--- src/rtl/ehl_wdt_mc_pkg.sv ---
// Shared definitions for the multi-channel windowed watchdog: FSM encoding,
// register map offsets, kick key and CTRL/STATUS bit positions.
package ehl_wdt_mc_pkg;

    typedef enum logic [1:0] {
        ST_IDLE    = 2'd0,
        ST_RUN     = 2'd1,
        ST_WARN    = 2'd2,
        ST_EXPIRED = 2'd3
    } wdt_state_e;

    localparam logic [2:0] REG_CTRL   = 3'd0;
    localparam logic [2:0] REG_LOAD   = 3'd1;
    localparam logic [2:0] REG_WINDOW = 3'd2;
    localparam logic [2:0] REG_KICK   = 3'd3;
    localparam logic [2:0] REG_COUNT  = 3'd4;
    localparam logic [2:0] REG_STATUS = 3'd5;

    localparam logic [15:0] KICK_KEY = 16'hA5C3;

    localparam int CTRL_EN        = 0;
    localparam int CTRL_LOCK      = 1;
    localparam int CTRL_IE        = 2;
    localparam int CTRL_PRESC_LSB = 8;

    localparam int STAT_WARN   = 0;
    localparam int STAT_EARLY  = 1;
    localparam int STAT_BADKEY = 2;

endpackage

--- src/rtl/ehl_wdt_mc_ch.sv ---
// One watchdog channel: prescaler, down-counter, IDLE/RUN/WARN/EXPIRED FSM and
// its CTRL/LOAD/WINDOW/STATUS registers. EHL_WDT_MC_LOCK_EN enables CTRL.lock.
module ehl_wdt_mc_ch
    import ehl_wdt_mc_pkg::*;
#(
    parameter int WIDTH   = 32,
    parameter int PRESC_W = 8
) (
    input  logic             clk,
    input  logic             reset,
    input  logic             wr_ctrl,
    input  logic             wr_load,
    input  logic             wr_window,
    input  logic             wr_kick,
    input  logic             wr_status,
    input  logic [WIDTH-1:0] wdata,
    input  logic [2:0]       reg_off,
    output logic [WIDTH-1:0] rd_data,
    output logic             irq_ch,
    output logic             rst_ch
);

    wdt_state_e         state_q, state_d;
    logic               en_q, en_d;
    logic               ie_q, ie_d;
    logic [PRESC_W-1:0] presc_q, presc_d;
    logic [PRESC_W-1:0] pcnt_q, pcnt_d;
    logic [WIDTH-1:0]   load_q, load_d;
    logic [WIDTH-1:0]   window_q, window_d;
    logic [WIDTH-1:0]   count_q, count_d;
    logic               warn_q, warn_d;
    logic               early_q, early_d;
    logic               badkey_q, badkey_d;
    logic               irq_q, irq_d;
    logic               rst_q, rst_d;

    logic               cfg_wr;
    logic               lock_rd;
    logic               ctrl_wr_ok;
    logic               kick_ok;
    logic               kick_bad;
    logic               tick;
    logic [WIDTH-1:0]   reload_val;

`ifdef EHL_WDT_MC_LOCK_EN
    logic lock_q, lock_d;
    assign cfg_wr  = ~lock_q;
    assign lock_rd = lock_q;
`else
    assign cfg_wr  = 1'b1;
    assign lock_rd = 1'b0;
`endif

    assign ctrl_wr_ok = wr_ctrl & cfg_wr;
    assign kick_ok    = wr_kick & (wdata[15:0] == KICK_KEY);
    assign kick_bad   = wr_kick & (wdata[15:0] != KICK_KEY);
    // >= rather than == so a presc lowered mid-count still wraps promptly.
    assign tick       = (pcnt_q >= presc_q);
    assign reload_val = (load_q == '0) ? WIDTH'(1) : load_q;

    // NOTE: every _d gets its _q as default first, so no path leaves a latch.
    always_comb begin
        state_d  = state_q;
        en_d     = en_q;
        ie_d     = ie_q;
        presc_d  = presc_q;
        pcnt_d   = pcnt_q;
        load_d   = load_q;
        window_d = window_q;
        count_d  = count_q;
        warn_d   = warn_q;
        early_d  = early_q;
        badkey_d = badkey_q;
`ifdef EHL_WDT_MC_LOCK_EN
        lock_d   = lock_q;
`endif

        // Clears first so that any set below in the same cycle wins.
        if (wr_status) begin
            warn_d   = warn_q   & ~wdata[STAT_WARN];
            early_d  = early_q  & ~wdata[STAT_EARLY];
            badkey_d = badkey_q & ~wdata[STAT_BADKEY];
        end
        if (kick_bad) begin
            badkey_d = 1'b1;
        end

        if (ctrl_wr_ok) begin
            en_d    = wdata[CTRL_EN];
            ie_d    = wdata[CTRL_IE];
            presc_d = wdata[CTRL_PRESC_LSB +: PRESC_W];
`ifdef EHL_WDT_MC_LOCK_EN
            lock_d  = lock_q | wdata[CTRL_LOCK];
`endif
        end
        if (wr_load && cfg_wr) begin
            load_d = wdata;
        end
        if (wr_window && cfg_wr) begin
            window_d = wdata;
        end

        unique case (state_q)
            ST_IDLE: begin
                pcnt_d = '0;
                if (ctrl_wr_ok && wdata[CTRL_EN] && !en_q) begin
                    state_d = ST_RUN;
                    count_d = reload_val;
                end
            end
            ST_RUN, ST_WARN: begin
                if (ctrl_wr_ok && !wdata[CTRL_EN]) begin
                    state_d = ST_IDLE;
                end else if (kick_ok) begin
                    pcnt_d = '0;
                    if (state_q == ST_WARN || count_q <= window_q) begin
                        state_d = ST_RUN;
                        count_d = reload_val;
                    end else begin
                        early_d = 1'b1;
                        state_d = ST_EXPIRED;
                    end
                end else if (tick) begin
                    pcnt_d = '0;
                    if (count_q == WIDTH'(1)) begin
                        if (state_q == ST_RUN) begin
                            state_d = ST_WARN;
                            warn_d  = 1'b1;
                            count_d = reload_val;
                        end else begin
                            state_d = ST_EXPIRED;
                        end
                    end else begin
                        count_d = count_q - WIDTH'(1);
                    end
                end else begin
                    pcnt_d = pcnt_q + PRESC_W'(1);
                end
            end
            default: begin
            end
        endcase

        irq_d = warn_d & ie_d;
        rst_d = (state_d == ST_EXPIRED);
    end

    // NOTE: sequential state uses <= only, so every flop samples pre-edge values.
    always_ff @(posedge clk) begin
        if (reset) begin
            state_q  <= ST_IDLE;
            en_q     <= 1'b0;
            ie_q     <= 1'b0;
            presc_q  <= '0;
            pcnt_q   <= '0;
            load_q   <= '1;
            window_q <= '1;
            count_q  <= '0;
            warn_q   <= 1'b0;
            early_q  <= 1'b0;
            badkey_q <= 1'b0;
            irq_q    <= 1'b0;
            rst_q    <= 1'b0;
        end else begin
            state_q  <= state_d;
            en_q     <= en_d;
            ie_q     <= ie_d;
            presc_q  <= presc_d;
            pcnt_q   <= pcnt_d;
            load_q   <= load_d;
            window_q <= window_d;
            count_q  <= count_d;
            warn_q   <= warn_d;
            early_q  <= early_d;
            badkey_q <= badkey_d;
            irq_q    <= irq_d;
            rst_q    <= rst_d;
        end
    end

`ifdef EHL_WDT_MC_LOCK_EN
    always_ff @(posedge clk) begin
        if (reset) begin
            lock_q <= 1'b0;
        end else begin
            lock_q <= lock_d;
        end
    end
`endif

    always_comb begin
        rd_data = '0;
        case (reg_off)
            REG_CTRL: begin
                rd_data[CTRL_EN]                     = en_q;
                rd_data[CTRL_LOCK]                   = lock_rd;
                rd_data[CTRL_IE]                     = ie_q;
                rd_data[CTRL_PRESC_LSB +: PRESC_W]   = presc_q;
            end
            REG_LOAD:   rd_data = load_q;
            REG_WINDOW: rd_data = window_q;
            REG_COUNT:  rd_data = count_q;
            REG_STATUS: begin
                rd_data[STAT_WARN]   = warn_q;
                rd_data[STAT_EARLY]  = early_q;
                rd_data[STAT_BADKEY] = badkey_q;
            end
            default: begin
            end
        endcase
    end

    assign irq_ch = irq_q;
    assign rst_ch = rst_q;

endmodule

--- src/rtl/ehl_wdt_mc.sv ---
// Multi-channel windowed watchdog top: register-bus decode, read mux and
// irq/rst_req reduction. EHL_WDT_MC_LOCK_EN enables the per-channel CTRL.lock.
module ehl_wdt_mc
    import ehl_wdt_mc_pkg::*;
#(
    parameter  int WIDTH    = 32,
    parameter  int CHANNELS = 4,
    parameter  int PRESC_W  = 8,
    localparam int AW       = 3 + $clog2(CHANNELS)
) (
    input  logic                clk,
    input  logic                reset,
    input  logic                wr,
    input  logic                rd,
    input  logic [AW-1:0]       addr,
    input  logic [WIDTH-1:0]    wdata,
    output logic [WIDTH-1:0]    rdata,
    output logic [CHANNELS-1:0] irq_ch,
    output logic                irq,
    output logic [CHANNELS-1:0] rst_ch,
    output logic                rst_req
);

    localparam int CSW = (CHANNELS > 1) ? $clog2(CHANNELS) : 1;

    logic [2:0]       reg_off;
    logic [CSW-1:0]   ch_sel;
    logic             ch_valid;
    logic [WIDTH-1:0] ch_rdata [CHANNELS];

    assign reg_off = addr[2:0];

    // A single channel has no channel field in the address.
    if (CHANNELS > 1) begin : g_multi
        assign ch_sel   = addr[AW-1:3];
        assign ch_valid = (int'(ch_sel) < CHANNELS);
    end else begin : g_single
        assign ch_sel   = '0;
        assign ch_valid = 1'b1;
    end

    for (genvar g = 0; g < CHANNELS; g++) begin : g_ch
        logic hit;
        assign hit = wr & ch_valid & (ch_sel == CSW'(g));

        ehl_wdt_mc_ch #(
            .WIDTH   (WIDTH),
            .PRESC_W (PRESC_W)
        ) u_ch (
            .clk       (clk),
            .reset     (reset),
            .wr_ctrl   (hit && reg_off == REG_CTRL),
            .wr_load   (hit && reg_off == REG_LOAD),
            .wr_window (hit && reg_off == REG_WINDOW),
            .wr_kick   (hit && reg_off == REG_KICK),
            .wr_status (hit && reg_off == REG_STATUS),
            .wdata     (wdata),
            .reg_off   (reg_off),
            .rd_data   (ch_rdata[g]),
            .irq_ch    (irq_ch[g]),
            .rst_ch    (rst_ch[g])
        );
    end

    always_comb begin
        rdata = '0;
        if (rd && ch_valid) begin
            for (int i = 0; i < CHANNELS; i++) begin
                if (ch_sel == CSW'(i)) begin
                    rdata = ch_rdata[i];
                end
            end
        end
    end

    assign irq     = |irq_ch;
    assign rst_req = |rst_ch;

endmodule

--- config.mk ---
export PLATFORM = sky130hd
export DESIGN_NAME = ehl_wdt_mc
export DESIGN_NICKNAME = d
export VERILOG_FILES = /design/src/rtl/ehl_wdt_mc_pkg.sv /design/src/rtl/ehl_wdt_mc_ch.sv /design/src/rtl/ehl_wdt_mc.sv
export SDC_FILE = /design/constraint.sdc
export NUM_CORES = 2
export LEC_CHECK = 0
export BUFFER_PORTS_ARGS = -buffer_cell sky130_fd_sc_hd__buf_4
export CAP_MARGIN = 20
export CORE_MARGIN = 1
export CORE_UTILIZATION = 58
export DETAILED_ROUTE_END_ITERATION = 16
export PLACE_DENSITY = 0.78
export SLEW_MARGIN = 10
export SYNTH_ARGS = -nofsm -noshare
export SYNTH_HDL_FRONTEND = slang
export SYNTH_HIERARCHICAL = 1
export SYNTH_SLANG_ARGS = --single-unit
--- constraint.sdc ---
create_clock -name clk -period 2.6 [get_ports clk]
set_input_delay 0.26 -clock clk [delete_from_list [all_inputs] [get_ports clk]]
set_output_delay 0.26 -clock clk [all_outputs]
set_load 0.05 [all_outputs]
==> summary.txt, run 1 <==
Worst setup endpoint GRT - g_ch[3].u_ch/count_q[12]$_SDFFE_PP0P_/D
Largest net degree at the start of global routing - 101
Total global-route track usage - 69.6%
Gpl congestion - 1.07
DIE HEIGHT - 231 um
Clk sinks - 484
Final HPWL DP - 90700 um
Mapped Avg Cell Area - 8.01 um2
Fraction of registers with async set/reset - 0%
Clock buffer depth - 3
Initial Util - 59.1%
Post-Synth XOR/XNOR Area - 0.774%
Ys Warns - 6
Root buf cell - clkbuf_16
Placed cell area - 0.0378 mm2
Multiplexer share of the synthesized area - 9.75%
Total global routing overflow - 14
Worst-path end type - register data pin
Die width - 231 um
Status - did not finish
Post-synthesis cell count - 3813
Failed at - global routing
Row cnt - 83
Syn Std Cell Area - 0.0305 mm2
Number of synthesized flops with an enable pin - 0
Error - [ERROR GRT-0232] Routing congestion too high. Check the congestion heatmap in the GUI.
Register bit total from synthesis - 484
Post-synth cell types - 100
Most used DFF post-synth - dfxtp_1
Syn Nets - 4042
Ports - 83
Simple-Gate Fraction of Synth Area - 20.8%
Synth Area in Adders - 7.70%
Complex-gate fraction of the synthesized area - 22.5%
Sequential share of the synthesized area - 31.7%
Largest family of logic cells by synthesized area - compound AO/OA/AOI/OAI gates
Port bufs - 82
Placed cells - 5126
Cts bufs inserted - 55
H-tree depth - 2
Yosys cell counts (8+ instances only):
cell        n  area share (%)
nand2_1   509             6.3
dfxtp_1   484              32
nor2_1    287             3.5
mux2i_1   284             9.3
a21oi_1   243             4.0
inv_1     217             2.7
ha_1      188             7.7
clkbuf_1  171             2.1
o21ai_0   168             2.8
o211ai_1  145             3.6
nor4_1     98             2.0
a22oi_1    96             2.4
nor3_1     80             1.3
o31ai_1    73             1.8
nand4_1    63             1.3
o311ai_0   61             1.7
nand3_1    54            0.88
o22ai_1    41            0.84
buf_1      40            0.49
o32ai_1    37             1.1
buf_2      33            0.54
and3_1     27            0.55
nand2b_1   24            0.49
o21a_1     22            0.54
xor2_1     19            0.54
or3_1      18            0.37
or4_1      18            0.44
nor2b_1    17            0.35
and2_1     15            0.31
a31oi_1    13            0.27
a211oi_1   12            0.29
o31a_1     12            0.34
buf_4      11            0.27
buf_6      11            0.41
or2_2      11            0.23
a211o_1    10            0.29
a21o_1     10            0.25
nand3b_1    9            0.22
nor4b_1     9            0.26
xnor2_1     8            0.23
layer usage:
layer / track usage (%) / GRT overflow
met1: 70.2 / 0
met2: 88.1 / 4
met3: 52.4 / 1
met4: 66.3 / 9
met5: 24.8 / 0
per-stage QoR:
stage | hold WS [ps] | setup WS [ps]
CTS | 1.32 | -231
detailed placement | 447 | -422
global placement | 441 | -846
floorplan | 386 | -228
timing repair:
item	in CTS
cloned	19
gates resized for setup	448
pin swaps	146
endpoints found under the setup margin	155
buffers inserted	44
hold buffers	8
endpoints found under the hold margin	48
logic make-up after synthesis:
logic type / Yosys count
adder cells (fa/ha/maj): 188
XOR/XNOR: 27
multiplexers: 293
flip-flops: 484
buffers and inverters: 493
AO/OA/AOI/OAI: 1019
AND/OR/NAND/NOR: 1309
==> run 2, diff against run 1 <==
--- a/config.mk
+++ b/config.mk
@@ -8,9 +8,9 @@
 export BUFFER_PORTS_ARGS = -buffer_cell sky130_fd_sc_hd__buf_4
 export CAP_MARGIN = 20
 export CORE_MARGIN = 1
-export CORE_UTILIZATION = 58
+export CORE_UTILIZATION = 40
 export DETAILED_ROUTE_END_ITERATION = 16
-export PLACE_DENSITY = 0.78
+export PLACE_DENSITY_LB_ADDON = 0.15
 export SLEW_MARGIN = 10
 export SYNTH_ARGS = -nofsm -noshare
 export SYNTH_HDL_FRONTEND = slang
==> constraint.sdc (replaced) <==
create_clock -name clk -period 3.4 [get_ports clk]
set_input_delay 0.34 -clock clk [delete_from_list [all_inputs] [get_ports clk]]
set_output_delay 0.34 -clock clk [all_outputs]
set_load 0.05 [all_outputs]
==> run 2 against run 1 <==
The run now ends clean; area after synthesis did not move; synthesized cell count did not move.
==> summary.txt, run 2 <==
DIE HEIGHT - 278 um
Fmax - 300 MHz
Synth cell count leaders - 509 x nand2_1, 484 x dfxtp_1, 287 x nor2_1, 284 x mux2i_1, 243 x a21oi_1
Worst hold margin - 24.5 ps
Worst Path Required - 3940 ps
Vias - 30308
Clk sinks - 484
Final wirelength - 126000 um
Number of synthesized flops with an enable pin - 0
Most frequent cells in the layout - 509 x nand2_1, 484 x dfxtp_1, 319 x buf_4
Final worst-path cycle share - 98.0%
Fraction of registers with async set/reset - 0%
Most used DFF post-synth - dfxtp_1
Initial Util - 40.8%
Initial antenna violation count - 7
Commonest non-fill, non-tap cell in the layout - nand2_1
Post-CTS Setup Inserts - 0
Ys Warns - 6
Worst vdd ir - 380 uV
Worst-path clk slew - 60 ps
DRC viols - 0
Register bit total from synthesis - 484
Max_cap viols - 0
Static leakage - 0.0149 uW
Fin util - 47.9%
Post-DRT Antenna Nets - 0
Worst setup EP type - register
Largest net degree at the start of global routing - 101
Fin. Hold Viols - 0
Final non-filler cell total - 4983
Hold WC Path Type - input port to register
Post-synthesis cell count - 3813
Syn Std Cell Area - 0.0305 mm2
Vias per inst - 6.08
Min cycle time layout - 3330 ps
Setup Skew - 18.9 ps
Syn-to-layout area delta - 17.4%
H-tree depth - 2
DRT iter0 DRCs - 2876
Cts bufs inserted - 58
Skew-Pair Late Insertion Delay - 640 ps
Top flop regs - g_ch.u_ch/count_q (128), g_ch.u_ch/load_q (128), g_ch.u_ch/window_q (128)
Core Area - 0.0749 mm2
Reg2Reg Setup Slack - 70 ps
# setup viols final - 0
Proportion of layout cells with a drive suffix above 1 - 13.7%
Syn Nets - 4042
Mapped Avg Cell Area - 8.01 um2
Power Total - 14200 uW
Total global routing overflow - 0
Reg2reg start - g_ch[3].u_ch/count_q[24]$_SDFFE_PP0P_
Fillers - 7425
Post-synth cell types - 100
Most frequent cell after synthesis - nand2_1
First-pass GRT wire length - 185000 um
Slew @ Worst Pin - 1010 ps
Hold Path End - g_ch[0].u_ch/load_q[9]$_SDFFE_PP1P_
Critical path launch point type - register
Die width - 278 um
Placed cells - 4869
Row cnt - 100
Total global-route track usage - 31.4%
Port bufs - 82
Die area - 0.0775 mm2
Final HPWL DP - 91500 um
CTS tree - yes
Top post-synthesis cells by area - dfxtp_1 32%, mux2i_1 9.3%, ha_1 7.7%, nand2_1 6.3%, a21oi_1 4.0%
WS Path Type - register to register
Hold Path Origin - wdata[9]
Gpl congestion - 0.953
Worst Path Max Fanout - 15
Setup TNS Final - 0 ps
Final net count - 4192
Power Dens Cells - 395 mW/mm2
Ports - 83
Clock buffer depth - 3
RR Endpoint - g_ch[3].u_ch/count_q[4]$_SDFFE_PP0P_
Final Max Tran Viols - 0
CP startpoint - g_ch[3].u_ch/count_q[24]$_SDFFE_PP0P_
Worst Hold Depth - 3
Top cell type's share of synthesized area - 31.7%
RSZ-0062 raised after global routing - no
Status - finished, final reports clean
1st-pass router iterations - 6
R2R depth - 9
WP data arrival - 3870 ps
Root buf cell - clkbuf_16
Synth area leader - dfxtp_1
Sequential share of the synthesized area - 31.7%
Rel. slew slack - 31.6%
Drt wl/cell - 25.2 um
Vias in the first global route - 28169
-- run 2: cell counts after synthesis --
Identical to the previous run, type by type.
-- run 2: kinds of logic after synthesis --
family | after synthesis | synth area share, %
mux | 293 | 9.75
fa+ha+maj | 188 | 7.70
flops | 484 | 31.7
xor+xnor | 27 | 0.774
compound gates | 1019 | 22.5
buf+inv | 493 | 6.77
simple gates | 1309 | 20.8
-- run 2: power by group --
group          internal (uW)  total [uW]  switching [uW]
registers               5720        5780            56.0
clock network           4040        6740            2700
logic                    525        1660            1140
-- run 2: through the flow --
stage,cell area [um2],worst slack [ps]
floorplan,30500,511
global placement,33800,-32.4
detailed placement,33800,-5.76
CTS,35800,161
global route,35900,28.4
finish,35900,69.7
-- run 2: worst max-delay path, cell delays in order (launching register included) --
cell      delay (ps)
dfxtp_1          530
ha_1             300
nand4_1          150
nor3_1            70
a221oi_1         820
a21oi_1          220
or2_2            360
o22a_4           330
buf_12           180
o32ai_1          270
-- run 2: final cells by class --
class | count | area (um2) | area share, %
Multi-Input combinational cell | 2837 | 18900 | 52.7
Sequential cell | 484 | 9690 | 27.0
Timing Repair Buffer | 361 | 3210 | 8.94
Clock buffer | 89 | 1740 | 4.86
Tap cell | 969 | 1210 | 3.38
Inverter | 221 | 831 | 2.32
Clock inverter | 20 | 282 | 0.785
Antenna cell | 2 | 5.00 | 0.0140
-- run 2: routing by layer --
layer / wire length (um) / GRT usage, % / vias to the layer above / share of wire (%)
li1: - / - / 14310 / -
met1: 53600 / 41.7 / 14491 / 43
met2: 58300 / 51.5 / 1272 / 46
met3: 8320 / 3.58 / 229 / 6.6
met4: 5460 / 13.4 / 6 / 4.3
met5: 38 / 0 / - / 0.030
-- run 2: repair_timing --
action / 4_1_cts / 5_1_grt
gates resized for setup: 0 / 4
hold buffers: 2 / 0
hold endpoints to repair: 5 / 0
endpoints found under the setup margin: 0 / 26
-- run 2: how the worst max path moves through the flow --
| stage | end | slack [ps] | depth (start not counted) |
|---|---|---|---|
| CTS | g_ch[0].u_ch/count_q[12]$_SDFFE_PP0P_ | 160 | 10 |
| global route | g_ch[0].u_ch/count_q[4]$_SDFFE_PP0P_ | 30 | 8 |
| detailed placement | g_ch[3].u_ch/count_q[14]$_SDFFE_PP0P_ | -6 | 10 |
| floorplan | g_ch[0].u_ch/count_q[9]$_SDFFE_PP0P_ | 510 | 12 |
| global placement | g_ch[3].u_ch/count_q[2]$_SDFFE_PP0P_ | -30 | 10 |
| finish | g_ch[3].u_ch/count_q[4]$_SDFFE_PP0P_ | 70 | 9 |
(Power assumes the default switching activity.)
